**src/rtl/lock_pkg.sv**
```systemverilog
// Shared constants and helpers for the lock console: message IDs, ASCII codes,
// BCD-to-ASCII conversion and message lengths.
package lock_pkg;

    localparam logic [1:0] MSG_OK   = 2'd0;
    localparam logic [1:0] MSG_ERR  = 2'd1;
    localparam logic [1:0] MSG_TIME = 2'd2;
    localparam logic [1:0] MSG_LOCK = 2'd3;

    localparam logic [7:0] ASCII_CR    = 8'h0D;
    localparam logic [7:0] ASCII_LF    = 8'h0A;
    localparam logic [7:0] ASCII_COLON = 8'h3A;
    localparam logic [7:0] ASCII_QMARK = 8'h3F;
    localparam logic [7:0] ASCII_ZERO  = 8'h30;

    // Non-decimal nibbles print as '?' so a corrupt countdown is visible on the console.
    function automatic logic [7:0] bcd2ascii(input logic [3:0] d);
        return (d > 4'd9) ? ASCII_QMARK : (ASCII_ZERO + {4'h0, d});
    endfunction

    function automatic logic [3:0] msg_len(input logic [1:0] id);
        logic [3:0] len;
        case (id)
            MSG_OK:   len = 4'd4;
            MSG_ERR:  len = 4'd5;
            MSG_LOCK: len = 4'd6;
            default:  len = 4'd10;
        endcase
        return len;
    endfunction

endpackage

```
**src/rtl/uart_byte_tx.sv**
```systemverilog
// 8N1 byte serialiser. A byte offered in the last cycle of a stop bit starts
// its start bit on the very next cycle, so a stream of bytes has no idle gap.
module uart_byte_tx #(
    parameter int DIV = 16
) (
    input  logic       clk,
    input  logic       rst_n,
    input  logic       byte_valid,
    input  logic [7:0] byte_in,
    output logic       byte_ready,
    output logic       tx
);
    import lock_pkg::*;

    localparam int CW = (DIV > 1) ? $clog2(DIV) : 1;
    localparam logic [CW-1:0] BAUD_LAST = CW'(DIV - 1);

    localparam logic [1:0] S_IDLE  = 2'd0;
    localparam logic [1:0] S_START = 2'd1;
    localparam logic [1:0] S_DATA  = 2'd2;
    localparam logic [1:0] S_STOP  = 2'd3;

    logic [1:0]    state_reg;
    logic [CW-1:0] baud_cnt_reg;
    logic [2:0]    bit_cnt_reg;
    logic [7:0]    shift_reg;
    logic          tx_reg;
    logic          bit_end;

    assign bit_end    = (baud_cnt_reg == BAUD_LAST);
    assign byte_ready = (state_reg == S_IDLE) || ((state_reg == S_STOP) && bit_end);
    assign tx         = tx_reg;

    always_ff @(posedge clk or negedge rst_n) begin
        if (!rst_n) begin
            state_reg    <= S_IDLE;
            baud_cnt_reg <= '0;
            bit_cnt_reg  <= 3'd0;
            shift_reg    <= 8'h00;
            tx_reg       <= 1'b1;
        end else begin
            if (state_reg != S_IDLE)
                baud_cnt_reg <= bit_end ? '0 : baud_cnt_reg + CW'(1);

            case (state_reg)
                S_IDLE: begin
                    if (byte_valid) begin
                        state_reg    <= S_START;
                        shift_reg    <= byte_in;
                        baud_cnt_reg <= '0;
                        tx_reg       <= 1'b0;
                    end
                end
                S_START: begin
                    if (bit_end) begin
                        state_reg   <= S_DATA;
                        bit_cnt_reg <= 3'd0;
                        tx_reg      <= shift_reg[0];
                        shift_reg   <= {1'b0, shift_reg[7:1]};
                    end
                end
                S_DATA: begin
                    if (bit_end) begin
                        if (bit_cnt_reg == 3'd7) begin
                            state_reg <= S_STOP;
                            tx_reg    <= 1'b1;
                        end else begin
                            bit_cnt_reg <= bit_cnt_reg + 3'd1;
                            tx_reg      <= shift_reg[0];
                            shift_reg   <= {1'b0, shift_reg[7:1]};
                        end
                    end
                end
                default: begin
                    if (bit_end) begin
                        if (byte_valid) begin
                            state_reg <= S_START;
                            shift_reg <= byte_in;
                            tx_reg    <= 1'b0;
                        end else begin
                            state_reg <= S_IDLE;
                        end
                    end
                end
            endcase
        end
    end

endmodule

```
**src/rtl/uart_msg_tx.sv**
```systemverilog
// Lock console status transmitter: latches a message request and streams the
// selected ASCII string through the byte serialiser without inter-byte gaps.
module uart_msg_tx #(
    parameter int CLK_FREQ = 100_000_000,
    parameter int BAUD     = 115200
) (
    input  logic        clk,
    input  logic        rst_n,
    input  logic        msg_req,
    input  logic [1:0]  msg_id,
    input  logic [23:0] bcd_in,
    output logic        busy,
    output logic        done,
    output logic        msg_drop,
    output logic        tx
);
    import lock_pkg::*;

    localparam int DIV = CLK_FREQ / BAUD;

    localparam logic [0:0] ST_IDLE = 1'b0;
    localparam logic [0:0] ST_SEND = 1'b1;

    logic [0:0]  state_reg;
    logic [1:0]  id_reg;
    logic [23:0] digits_reg;
    logic [3:0]  idx_reg;
    logic        done_reg;
    logic        drop_reg;

    logic        accept;
    logic        last_byte;
    logic        advance;
    logic        finish;
    logic        byte_valid;
    logic        byte_ready;
    logic [7:0]  byte_sel;
    logic [1:0]  sel_id;
    logic [23:0] sel_digits;
    logic [3:0]  sel_idx;
    logic [7:0]  digit_ascii [6];

    assign busy     = (state_reg == ST_SEND);
    assign done     = done_reg;
    assign msg_drop = drop_reg;

    assign accept     = msg_req && !busy;
    assign last_byte  = (idx_reg == (msg_len(id_reg) - 4'd1));
    assign advance    = busy && byte_ready && !last_byte;
    assign finish     = busy && byte_ready && last_byte;
    assign byte_valid = accept || advance;

    // Byte 0 goes out in the accept cycle, before the latches hold the request.
    assign sel_id     = busy ? id_reg : msg_id;
    assign sel_digits = busy ? digits_reg : bcd_in;
    assign sel_idx    = busy ? (idx_reg + 4'd1) : 4'd0;

    generate
        for (genvar gi = 0; gi < 6; gi++) begin : g_digit
            assign digit_ascii[gi] = bcd2ascii(sel_digits[4*gi +: 4]);
        end
    endgenerate

    always_comb begin
        byte_sel = ASCII_LF;
        case (sel_id)
            MSG_OK: begin
                case (sel_idx)
                    4'd0:    byte_sel = "O";
                    4'd1:    byte_sel = "K";
                    4'd2:    byte_sel = ASCII_CR;
                    default: byte_sel = ASCII_LF;
                endcase
            end
            MSG_ERR: begin
                case (sel_idx)
                    4'd0:    byte_sel = "E";
                    4'd1:    byte_sel = "R";
                    4'd2:    byte_sel = "R";
                    4'd3:    byte_sel = ASCII_CR;
                    default: byte_sel = ASCII_LF;
                endcase
            end
            MSG_LOCK: begin
                case (sel_idx)
                    4'd0:    byte_sel = "L";
                    4'd1:    byte_sel = "O";
                    4'd2:    byte_sel = "C";
                    4'd3:    byte_sel = "K";
                    4'd4:    byte_sel = ASCII_CR;
                    default: byte_sel = ASCII_LF;
                endcase
            end
            default: begin
                case (sel_idx)
                    4'd0:    byte_sel = digit_ascii[5];
                    4'd1:    byte_sel = digit_ascii[4];
                    4'd2:    byte_sel = ASCII_COLON;
                    4'd3:    byte_sel = digit_ascii[3];
                    4'd4:    byte_sel = digit_ascii[2];
                    4'd5:    byte_sel = ASCII_COLON;
                    4'd6:    byte_sel = digit_ascii[1];
                    4'd7:    byte_sel = digit_ascii[0];
                    4'd8:    byte_sel = ASCII_CR;
                    default: byte_sel = ASCII_LF;
                endcase
            end
        endcase
    end

    always_ff @(posedge clk or negedge rst_n) begin
        if (!rst_n) begin
            state_reg  <= ST_IDLE;
            id_reg     <= 2'd0;
            digits_reg <= 24'h0;
            idx_reg    <= 4'd0;
            done_reg   <= 1'b0;
            drop_reg   <= 1'b0;
        end else begin
            done_reg <= finish;
            drop_reg <= msg_req && busy;
            if (accept) begin
                state_reg  <= ST_SEND;
                id_reg     <= msg_id;
                digits_reg <= bcd_in;
                idx_reg    <= 4'd0;
            end else if (advance) begin
                idx_reg <= idx_reg + 4'd1;
            end else if (finish) begin
                state_reg <= ST_IDLE;
            end
        end
    end

    uart_byte_tx #(
        .DIV (DIV)
    ) u_byte_tx (
        .clk        (clk),
        .rst_n      (rst_n),
        .byte_valid (byte_valid),
        .byte_in    (byte_sel),
        .byte_ready (byte_ready),
        .tx         (tx)
    );

endmodule

```
**config.mk**
```make
export PLATFORM = sky130hd
export DESIGN_NAME = uart_msg_tx
export DESIGN_NICKNAME = d
export VERILOG_FILES = /design/src/rtl/lock_pkg.sv /design/src/rtl/uart_byte_tx.sv /design/src/rtl/uart_msg_tx.sv
export SDC_FILE = /design/constraint.sdc
export NUM_CORES = 1
export LEC_CHECK = 0
export BUFFER_PORTS_ARGS = -buffer_cell sky130_fd_sc_hd__buf_2
export CORE_AREA = 5 5 85 87
export DETAILED_ROUTE_END_ITERATION = 8
export DIE_AREA = 0 0 90 92
export GPL_ROUTABILITY_DRIVEN = 1
export PLACE_DENSITY = 0.78
export REMOVE_ABC_BUFFERS = 1
export SLEW_MARGIN = 10
export SYNTH_ARGS = -nofsm -noshare
export SYNTH_HDL_FRONTEND = slang
export SYNTH_SLANG_ARGS = --single-unit
```
**constraint.sdc**
```tcl
create_clock -name clk -period 2.4 [get_ports clk]
set_clock_uncertainty 0.05 [all_clocks]
set_input_delay 0.48 -clock clk [delete_from_list [all_inputs] [get_ports clk]]
set_output_delay 0.48 -clock clk [all_outputs]
set_load 0.01 [all_outputs]
```
==> run summary <==
leading register cell type out of synthesis: dfrtp_1
Setup TNS: 0 ns
Port Buffers: 32
Ys Warns: 0
Worst-path clk slew: 0.10 ns
die height: 92 µm
asr flop ratio synth: 1.00
Max Fanout on Critical Path: 7
Overflow after GRT: 0
Least-Margin Pin Slew: 0.646 ns
Top Ports: 33
cells after synthesis: 453
CTS tree: built
post-route ant nets: 0
DP Area: 0.00402 mm²
worst skew pair latency: 0.31 ns
cell count after placement: 560
clk sink count: 56
Cell Chain, Critical Path: ha_1 -> and4b_4 -> and3_1 -> a22o_1 -> nand3_1 -> o31ai_1 -> a21oi_1
largest net degree at the start of global routing: 30
Die X: 90 µm
EDFF count, synth: 0
Remaining DRCs: 0
post-synth top area cell: dfrtp_1
CTS root buf: clkbuf_8
relative slew slack: 0.569
Final setup viols: 0
wire per inst: 15.8 µm
Netlist cell types: 69
non-filler cells, final: 568
via count: 3416
Die Area: 0.00828 mm²
Crit-path slowest cell: dfrtp_1
Pre-Repair DR Iteration Count: 5
Critical Path RT: 2.54 ns
max reg flops: 24
CORE AREA: 0.00628 mm²
H-tree Lvls: 2
unrepaired setup endpoints after global routing: false
filler instances: 543
FP Rows: 29
layout cells sized above 1: 0.181
Hold Path Class: in -> async
max-slew violations: 0
Clock Path Buffers: 2
GPL Wtd Cong: 0.982
Area growth syn-to-layout: 12.7%
Total GRT Usage: 0.226
first-pass GRT wire length: 15900 µm
Worst path top cell family by delay: compound AO/OA/AOI/OAI gates
Resize count post-CTS: 0
crit share post-route: 0.930
post-CTS setup buffers: 0
power per cell area: 484 mW/mm²
Worst Setup Path Type: reg -> reg
Worst Setup End Kind: flip-flop
Num CTS Buffers: 5
vias per cell: 6.01
Register Area: 0.00140 mm²
buffer and inverter count on the worst path: 0
minimum clock period: 2.23 ns
slowest stage delay, CP: 0.42 ns
final WL: 8980 µm
Finished Core Util: 0.663
initial drt markers: 265
fmax: 448 MHz
syn_area_per_cell: 8.15 µm²
post-DP HPWL: 6740 µm
CP Launch Type: flip-flop
Hold-fix buffers, CTS: 0
vias in the first global route: 3313
antenna violations before repair: 0
top cells by area, synth: dfrtp_1 (37%), nand2_1 (12%), o21ai_0 (3.7%)
Starting Density: 0.588
Post-Syn Area: 0.00369 mm²
design area: 0.00416 mm²
Leakage: 1.93 nW
#FFs+latches synth: 56
Final Hold Viols: 0
status: completed
maximum vdd ir drop: 0.263 mV
Worst EP arrival: 2.37 ns
area of the multi-input gates: 0.00217 mm²
post-layout net count: 528
Seq/Total Area, Yosys: 0.380
Yosys top cell area share: 0.373
maxcap violations: 0
n_diodes: 0
layer usage:
layer | vias up | track usage | wire length, µm
met5 | - | 0 | 0
met4 | 0 | 0.0744 | 140
met3 | 12 | 0.0336 | 434
met2 | 90 | 0.385 | 4480
met1 | 1627 | 0.297 | 3930
li1 | 1687 | - | -
Yosys cell counts, types with 5 or more instances:
library cell and n:
a211oi_1 5, nor2_1 27, ha_1 9, nand2_1 115, o21ai_1 18, nand2b_1 8, a22o_1 5, buf_2 8
nand3_1 11, inv_1 10, nor4_1 5, o31ai_1 7, and3_1 5, o21ai_0 27, and2_1 7, mux2_2 7
clkbuf_1 13, a21oi_1 25, dfrtp_1 55
power breakdown:
part / internal (mW) / switching [mW] / total (mW)
clock: 0.309 / 0.314 / 0.623
combinational: 0.146 / 0.186 / 0.332
sequential: 1.00 / 0.0554 / 1.06
total: 1.46 / 0.555 / 2.01
cell type report:
| type | count | share of cell area |
|---|---|---|
| inverter | 11 | 0.00992 |
| clock inverter | 3 | 0.0102 |
| multi-input combinational | 362 | 0.522 |
| clock buffer | 5 | 0.0165 |
| timing repair buffer | 54 | 0.0812 |
| sequential | 56 | 0.337 |
| tap | 77 | 0.0232 |
cells by family after synthesis:
| kind of cell | count (synthesis) | synth area share |
|---|---|---|
| AND/OR/NAND/NOR | 201 | 0.252 |
| XOR/XNOR | 8 | 0.0190 |
| buffers and inverters | 35 | 0.0414 |
| multiplexers | 10 | 0.0295 |
| flip-flops | 56 | 0.380 |
| AO/OA/AOI/OAI | 134 | 0.248 |
| adder cells (fa/ha/maj) | 9 | 0.0305 |
stage by stage:
stage                     setup WS [ns]  power, mW  hold slack, ns
after floorplan                  -0.417       1.26           0.134
after global placement            0.124       1.38           0.404
after detailed placement         0.0636       1.39           0.416
after CTS                        0.0547       2.02           0.145
after global routing             0.0319       2.12           0.178
final                             0.168       2.01           0.128
worst reg2reg max path, delay by kind of cell (launching register included):
kind            cells  cell delay, ns
compound gates      3            0.82
simple gates        3            0.59
fa+ha+maj           1            0.24
flops               1            0.42
cells in the final DEF, fill, tap and decap left out, types with 5 or more instances in the layout:
master    netlist  final
nand2_1       115    115
o21ai_0        27     27
a22o_1          5      5
inv_1          10     10
a21oi_1        25     25
nand3_1        11     11
dfrtp_1        55     55
o21ai_1        18     18
o31ai_1         7      7
and2_1          7      7
ha_1            9      9
a211oi_1        5      5
buf_2           8     32
nor2_1         27     27
nand2b_1        8      8
mux2_2          7      7
clkbuf_8        0      5
and3_1          5      5
buf_4           1     21
path summary, 6_finish.rpt:
kind	from	end	slack, ns	cells after the start
hold / removal	rst_n	u_byte_tx.baud_cnt_reg[5]	0.13	1
setup reg to reg	u_byte_tx.baud_cnt_reg[0]	u_byte_tx.shift_reg[2]	0.17	7
max in group asynchronous	rst_n	u_byte_tx.tx	1.52	2
hold reg to reg	digits_reg[12]	digits_reg[12]	0.44	2
min in group clk	bcd_in[5]	digits_reg[5]	0.30	3
setup / recovery	u_byte_tx.baud_cnt_reg[0]	u_byte_tx.shift_reg[2]	0.17	7
Power figures use the tool's default switching activity.
